## config.mk

```make
export PLATFORM = sky130hd
export DESIGN_NAME = imem_dmem_arbiter_flat
export DESIGN_NICKNAME = d
export VERILOG_FILES = /design/src/rtl/imem_dmem_arbiter_if.sv /design/src/rtl/imem_dmem_arbiter.sv /design/src/flat_wrapper.sv
export SDC_FILE = /design/constraint.sdc
export NUM_CORES = 1
export LEC_CHECK = 0
export BUFFER_PORTS_ARGS = -buffer_cell sky130_fd_sc_hd__buf_2
export CAP_MARGIN = 5
export CORE_ASPECT_RATIO = 1.5
export CORE_MARGIN = 5
export CORE_UTILIZATION = 50
export CTS_CLUSTER_DIAMETER = 200
export DETAILED_ROUTE_END_ITERATION = 6
export GPL_TIMING_DRIVEN = 0
export PLACE_DENSITY = 0.9
export SLEW_MARGIN = 20
export SYNTH_ARGS = -nofsm -noshare
export SYNTH_HDL_FRONTEND = slang
export SYNTH_SLANG_ARGS = --single-unit
```

## constraint.sdc

```tcl
create_clock -name clk -period 2.3 [get_ports clk]
set_input_delay 0.575 -clock clk [delete_from_list [all_inputs] [get_ports clk]]
set_output_delay 0.575 -clock clk [all_outputs]
set_load 0.02 [all_outputs]
```

## src/rtl/imem_dmem_arbiter_if.sv

```systemverilog
// Bus bundle between the fetch/load-store requesters, the shared memory and the arbiter.
// The arbiter connects through the slave modport; requesters and the memory use master.
interface imem_dmem_arbiter_if #(
  parameter int unsigned ADDR_W = 16,
  parameter int unsigned DATA_W = 32
) ();
  logic              i_req;
  logic [ADDR_W-1:0] i_addr;
  logic              i_gnt;
  logic              i_rvalid;
  logic [DATA_W-1:0] i_rdata;

  logic              d_req;
  logic              d_we;
  logic [ADDR_W-1:0] d_addr;
  logic [DATA_W-1:0] d_wdata;
  logic              d_gnt;
  logic              d_rvalid;
  logic [DATA_W-1:0] d_rdata;

  logic              mem_en;
  logic              mem_we;
  logic [ADDR_W-1:0] mem_addr;
  logic [DATA_W-1:0] mem_wdata;
  logic [DATA_W-1:0] mem_rdata;

  logic              busy;

  modport slave (
    input  i_req, i_addr, d_req, d_we, d_addr, d_wdata, mem_rdata,
    output i_gnt, i_rvalid, i_rdata, d_gnt, d_rvalid, d_rdata,
           mem_en, mem_we, mem_addr, mem_wdata, busy
  );

  modport master (
    output i_req, i_addr, d_req, d_we, d_addr, d_wdata, mem_rdata,
    input  i_gnt, i_rvalid, i_rdata, d_gnt, d_rvalid, d_rdata,
           mem_en, mem_we, mem_addr, mem_wdata, busy
  );
endinterface

```

## src/rtl/imem_dmem_arbiter.sv

```systemverilog
// Shares one single-ported synchronous memory between the fetch (I) and load/store (D)
// requesters, one transaction at a time: IDLE -> ISSUE -> WAIT (MEM_LAT cycles) -> IDLE.
module imem_dmem_arbiter #(
  parameter int unsigned ADDR_W   = 16,
  parameter int unsigned DATA_W   = 32,
  parameter int unsigned MEM_LAT  = 1,  // must be >= 1
  parameter int unsigned ARB_MODE = 0   // 0: round-robin, 1: D has fixed priority
) (
  input logic                clk,
  input logic                rst_n,
  imem_dmem_arbiter_if.slave bus
);

  localparam int unsigned CntW = (MEM_LAT > 1) ? $clog2(MEM_LAT) : 1;
  localparam logic [CntW-1:0] CntLoad = CntW'(MEM_LAT - 1);

  typedef enum logic [1:0] {StIdle, StIssue, StWait} state_e;

  state_e            state_q;
  logic [CntW-1:0]   cnt_q;
  logic              last_gnt_d_q;
  logic              owner_d_q;
  logic              owner_we_q;

  logic              i_gnt_q;
  logic              d_gnt_q;
  logic              i_rvalid_q;
  logic              d_rvalid_q;
  logic              mem_en_q;
  logic              mem_we_q;
  logic [ADDR_W-1:0] mem_addr_q;
  logic [DATA_W-1:0] mem_wdata_q;
  logic [DATA_W-1:0] i_rdata_q;
  logic [DATA_W-1:0] d_rdata_q;

  logic any_req;
  logic win_d;

  // Contested requests go to D in fixed mode, else to the port not granted last time.
  always_comb begin
    any_req = bus.i_req | bus.d_req;
    if (bus.i_req && bus.d_req) begin
      win_d = (ARB_MODE == 1) ? 1'b1 : !last_gnt_d_q;
    end else begin
      win_d = bus.d_req;
    end
  end

  always_ff @(posedge clk or negedge rst_n) begin
    if (!rst_n) begin
      state_q      <= StIdle;
      cnt_q        <= '0;
      last_gnt_d_q <= 1'b1;
      owner_d_q    <= 1'b0;
      owner_we_q   <= 1'b0;
      i_gnt_q      <= 1'b0;
      d_gnt_q      <= 1'b0;
      i_rvalid_q   <= 1'b0;
      d_rvalid_q   <= 1'b0;
      mem_en_q     <= 1'b0;
      mem_we_q     <= 1'b0;
      mem_addr_q   <= '0;
      mem_wdata_q  <= '0;
      i_rdata_q    <= '0;
      d_rdata_q    <= '0;
    end else begin
      // Pulse outputs default low; only the transitions below raise them for one cycle.
      i_gnt_q    <= 1'b0;
      d_gnt_q    <= 1'b0;
      i_rvalid_q <= 1'b0;
      d_rvalid_q <= 1'b0;
      mem_en_q   <= 1'b0;
      mem_we_q   <= 1'b0;

      unique case (state_q)
        StIdle: begin
          if (any_req) begin
            state_q      <= StIssue;
            last_gnt_d_q <= win_d;
            owner_d_q    <= win_d;
            owner_we_q   <= win_d & bus.d_we;
            i_gnt_q      <= !win_d;
            d_gnt_q      <= win_d;
            mem_en_q     <= 1'b1;
            mem_we_q     <= win_d & bus.d_we;
            mem_addr_q   <= win_d ? bus.d_addr : bus.i_addr;
            mem_wdata_q  <= win_d ? bus.d_wdata : '0;
          end
        end

        StIssue: begin
          state_q <= StWait;
          cnt_q   <= CntLoad;
        end

        StWait: begin
          if (cnt_q == '0) begin
            state_q <= StIdle;
            if (owner_d_q) begin
              d_rvalid_q <= 1'b1;
              d_rdata_q  <= owner_we_q ? '0 : bus.mem_rdata;
            end else begin
              i_rvalid_q <= 1'b1;
              i_rdata_q  <= bus.mem_rdata;
            end
          end else begin
            cnt_q <= cnt_q - CntW'(1);
          end
        end

        default: state_q <= StIdle;
      endcase
    end
  end

  assign bus.i_gnt     = i_gnt_q;
  assign bus.d_gnt     = d_gnt_q;
  assign bus.i_rvalid  = i_rvalid_q;
  assign bus.d_rvalid  = d_rvalid_q;
  assign bus.i_rdata   = i_rdata_q;
  assign bus.d_rdata   = d_rdata_q;
  assign bus.mem_en    = mem_en_q;
  assign bus.mem_we    = mem_we_q;
  assign bus.mem_addr  = mem_addr_q;
  assign bus.mem_wdata = mem_wdata_q;
  assign bus.busy      = (state_q != StIdle);

endmodule

```

## src/flat_wrapper.sv

```systemverilog
// flat-port wrapper written by rule: the top's interface ports become plain ports
module imem_dmem_arbiter_flat 
#(
  parameter int unsigned ADDR_W   = 16,
  parameter int unsigned DATA_W   = 32,
  parameter int unsigned MEM_LAT  = 1,                 
  parameter int unsigned ARB_MODE = 0                                             
)
  (clk, rst_n, bus_i_req, bus_i_addr, bus_d_req, bus_d_we, bus_d_addr, bus_d_wdata, bus_mem_rdata, bus_i_gnt, bus_i_rvalid, bus_i_rdata, bus_d_gnt, bus_d_rvalid, bus_d_rdata, bus_mem_en, bus_mem_we, bus_mem_addr, bus_mem_wdata, bus_busy);
  imem_dmem_arbiter_if #(.ADDR_W(ADDR_W), .DATA_W(DATA_W)) bus_i ();
  input logic clk;
  input logic rst_n;
  input wire logic [$bits(bus_i.i_req)-1:0] bus_i_req;
  input wire logic [$bits(bus_i.i_addr)-1:0] bus_i_addr;
  input wire logic [$bits(bus_i.d_req)-1:0] bus_d_req;
  input wire logic [$bits(bus_i.d_we)-1:0] bus_d_we;
  input wire logic [$bits(bus_i.d_addr)-1:0] bus_d_addr;
  input wire logic [$bits(bus_i.d_wdata)-1:0] bus_d_wdata;
  input wire logic [$bits(bus_i.mem_rdata)-1:0] bus_mem_rdata;
  output wire logic [$bits(bus_i.i_gnt)-1:0] bus_i_gnt;
  output wire logic [$bits(bus_i.i_rvalid)-1:0] bus_i_rvalid;
  output wire logic [$bits(bus_i.i_rdata)-1:0] bus_i_rdata;
  output wire logic [$bits(bus_i.d_gnt)-1:0] bus_d_gnt;
  output wire logic [$bits(bus_i.d_rvalid)-1:0] bus_d_rvalid;
  output wire logic [$bits(bus_i.d_rdata)-1:0] bus_d_rdata;
  output wire logic [$bits(bus_i.mem_en)-1:0] bus_mem_en;
  output wire logic [$bits(bus_i.mem_we)-1:0] bus_mem_we;
  output wire logic [$bits(bus_i.mem_addr)-1:0] bus_mem_addr;
  output wire logic [$bits(bus_i.mem_wdata)-1:0] bus_mem_wdata;
  output wire logic [$bits(bus_i.busy)-1:0] bus_busy;
  assign bus_i.i_req = bus_i_req;
  assign bus_i.i_addr = bus_i_addr;
  assign bus_i.d_req = bus_d_req;
  assign bus_i.d_we = bus_d_we;
  assign bus_i.d_addr = bus_d_addr;
  assign bus_i.d_wdata = bus_d_wdata;
  assign bus_i.mem_rdata = bus_mem_rdata;
  assign bus_i_gnt = bus_i.i_gnt;
  assign bus_i_rvalid = bus_i.i_rvalid;
  assign bus_i_rdata = bus_i.i_rdata;
  assign bus_d_gnt = bus_i.d_gnt;
  assign bus_d_rvalid = bus_i.d_rvalid;
  assign bus_d_rdata = bus_i.d_rdata;
  assign bus_mem_en = bus_i.mem_en;
  assign bus_mem_we = bus_i.mem_we;
  assign bus_mem_addr = bus_i.mem_addr;
  assign bus_mem_wdata = bus_i.mem_wdata;
  assign bus_busy = bus_i.busy;
  imem_dmem_arbiter #(.ADDR_W(ADDR_W), .DATA_W(DATA_W), .MEM_LAT(MEM_LAT), .ARB_MODE(ARB_MODE)) u_core (.clk(clk), .rst_n(rst_n), .bus(bus_i));
endmodule
```

==> impl_results.md <==
* Synth cell types at 25
* Critical path required time at 1.73 ns
* Core box area at 0.00925 mm2
* CP Launch Type: register
* CTS resizes at 0
* DRT iter0 DRCs at 143
* Post-layout net count at 699
* # DRC at 0
* RSZ-0062 raised after global routing: no
* Worst Tran Pin Value at 0.456 ns
* Clk buf depth at 2
* Final GP Congestion at 0.781
* Leakage at 3.52 nW
* FILL cells at 620
* First-pass GRT wire length at 19.4 mm
* Hold Path Class: input pin to async pin
* Critical Path End Type: output pin
* Fin crit share at 90.7%
* Crit Path Max Fanout at 10
* First drt pass iteration count at 4
* P per Cell Area at 1710 mW/mm2
* CTS H-tree lvls at 4
* Max stage delay on crit path at 0.41 ns
* Achievable Freq at 0.480 GHz
* Clock transition at path regs at 0.05 ns
* Setup bufs post-CTS at 0
* Total gr overflow at 0
* CTS Sinks at 123
* Slew Limit Fails at 0
* Post-synthesis instance total at 359
* Share of cells above drive strength 1 at 48.9%
* Post-Route WL at 12.6 mm
* Vias in the first global route at 4011
* Hold Fails Final Rpt at 0
* Syn_area_per_cell at 13.2 um2
* Rows at 43
* Reg-to-Reg Start: u_core.state_q[0]
* Most frequent CP cell: buf_2
* Layout area overhead at 41.6%
* Port Buffer Count at 219
* Final count of negative-setup-slack endpoints at 0
* Synth warn at 0
* CTS buffer count at 17
* Crit path DAT at 1.51 ns
* Height of the die at 129 um
* Reg2Reg Setup Slack at 0.69 ns
* Initial Util at 51.1%
* Synth Register Bits at 123
* Vias at 3806
* Antenna-violating nets left at 0
* Non-Filler Instances at 723
* Antenna cells at 0
* Cts hold-fix bufs at 0
* Die Wd at 89.4 um
* Largest net degree at the start of global routing at 84
* Crit path kind: register to output pin
* Clock skew at 0.0111 ns
* Worst R2R End: u_core.bus.i_rdata[20]
* Fin crit period at 2.09 ns
* CP max stage cell: dfrtp_1
* DIE AREA at 0.0115 mm2
* CTS tree: done
* Avg WL per Cell at 17.5 um
* Hpwl dp at 9.67 mm
* Root Buffer: clkbuf_16
* FF-to-FF path depth at 3
* Syn_nets at 460
* CP cell instances: nor2_2 -> inv_2 -> buf_2 -> buf_2
* Hold WS at 0.0849 ns
* Total track usage at 22.3%
* Placed Cells at 691
* DR vias/cell at 5.26
* Worst skew pair latency at 0.40 ns
* Max-cap violation count at 0
* Headroom to the max-slew limit at 69.6%
* Initial antenna violation count at 0
* Sequential-to-total area share from yosys stat at 65.1%
* Ports at 220
* Synthesized area at 0.00473 mm2
* Outcome: finished clean
* Worst IR Drop VDD at 1010 uV
==> layer usage <==
layer	up-vias	wire (um)	track usage (%)
met5	-	0	0
met4	0	220	8.24
met3	20	993	6.42
met2	170	6930	39.7
met1	1862	4480	24.9
li1	1754	-	-
==> area by class of cell <==
| class | count | area, um2 | share of cell area [%] |
|---|---|---|---|
| inverters | 4 | 15.0 | 0.224 |
| flip-flops and latches | 123 | 3080 | 46.0 |
| multi-input cells | 206 | 1500 | 22.4 |
| clock inverters | 10 | 210 | 3.14 |
| plain buffers | 26 | 134 | 2.00 |
| clock buffers | 22 | 484 | 7.24 |
| repair buffers | 220 | 1130 | 16.9 |
| well taps | 112 | 140 | 2.09 |
==> cell usage in the layout (no fill, tap or decap), types with 2 or more instances in the layout <==
cell type  instances
clkinv_4           2
mux2_2            30
a22o_1            33
clkbuf_16         17
buf_2            226
buf_6              3
buf_4              3
o21a_1            16
bufinv_16          6
and3_1             2
inv_1              3
dfrtp_1          122
nand2b_1          33
a21o_1             2
mux2_1             2
o21ai_0           32
clkbuf_8           4
clkbuf_1          14
nand2_1           33
a221o_1           16
==> state kept, by name, indices dropped and copies added, names as in the netlist, 2 cells and up <==
signal                count
u_core.state_q            2
u_core.bus.mem_addr      16
u_core.bus.mem_wdata     32
u_core.bus.d_rdata       32
u_core.bus.i_rdata       32
==> worst max-delay path: cells and delay by family (launching register included) <==
| family | cells | cell delay (ns) |
|---|---|---|
| DFF | 1 | 0.41 |
| buffers and inverters | 3 | 0.49 |
| and+or+nand+nor | 1 | 0.22 |
==> where the power goes <==
part	internal (mW)	leakage (nW)	total, mW	switching, mW
combinational	1.83	1.65	4.58	2.75
sequential	3.20	1.54	3.77	0.574
clock	2.15	0.337	3.06	0.909
total	7.19	3.52	11.4	4.23
==> worst max path at each step <==
stage,to,start
final,bus_busy,u_core.state_q[0]
after global routing,bus_busy,u_core.state_q[0]
after CTS,bus_busy,u_core.state_q[0]
after detailed placement,u_core.bus.mem_addr[13],bus_d_req
after global placement,u_core.bus.mem_wdata[24],rst_n
after floorplan,u_core.bus.mem_addr[12],bus_i_req
==> metrics by stage <==
| step | TNS (ns) | total power, mW | utilization (%) | instance area, um2 | setup slack, ns |
|---|---|---|---|---|---|
| 2_1_floorplan | 0 | 6.68 | - | 4730 | 0.805 |
| 3_3_place_gp | -80.56 | 8.18 | 64.4 | 5960 | -0.670 |
| 3_5_place_dp | 0 | 8.41 | 64.8 | 6000 | 0.477 |
| 4_1_cts | 0 | 11.5 | 72.3 | 6690 | 0.179 |
| 5_1_grt | 0 | 12.0 | 72.3 | 6690 | 0.0992 |
| 6_report | 0 | 11.4 | 72.3 | 6690 | 0.215 |
==> synth_stat cells (all sizes together) <==
master  count  area share [%]
o21ai      33             3.6
nand2      33             2.6
o21a       16             2.5
nor2        2            0.21
nand3b      1            0.16
nor3b       1            0.26
inv         4            0.32
and2        1            0.13
buf        13             1.8
a21o        2            0.32
clkbuf     13             1.0
a22o       33             6.1
nand2b     33             4.4
dfrtp     122              65
and3        2            0.26
nor2b       1            0.13
a221o      16             3.4
dfstp       1            0.56
mux2       32             7.6
==> cell families (layout without fill, tap and decap cells) <==
logic type	count (synthesis)	after routing	share of synthesized area (%)
flip-flops	123	123	65.1
buffers and inverters	30	282	3.15
AND/OR/NAND/NOR	74	74	8.15
multiplexers	32	32	7.62
AO/OA/AOI/OAI	100	100	15.9
Note: power is estimated with default switching activity, not from simulation.
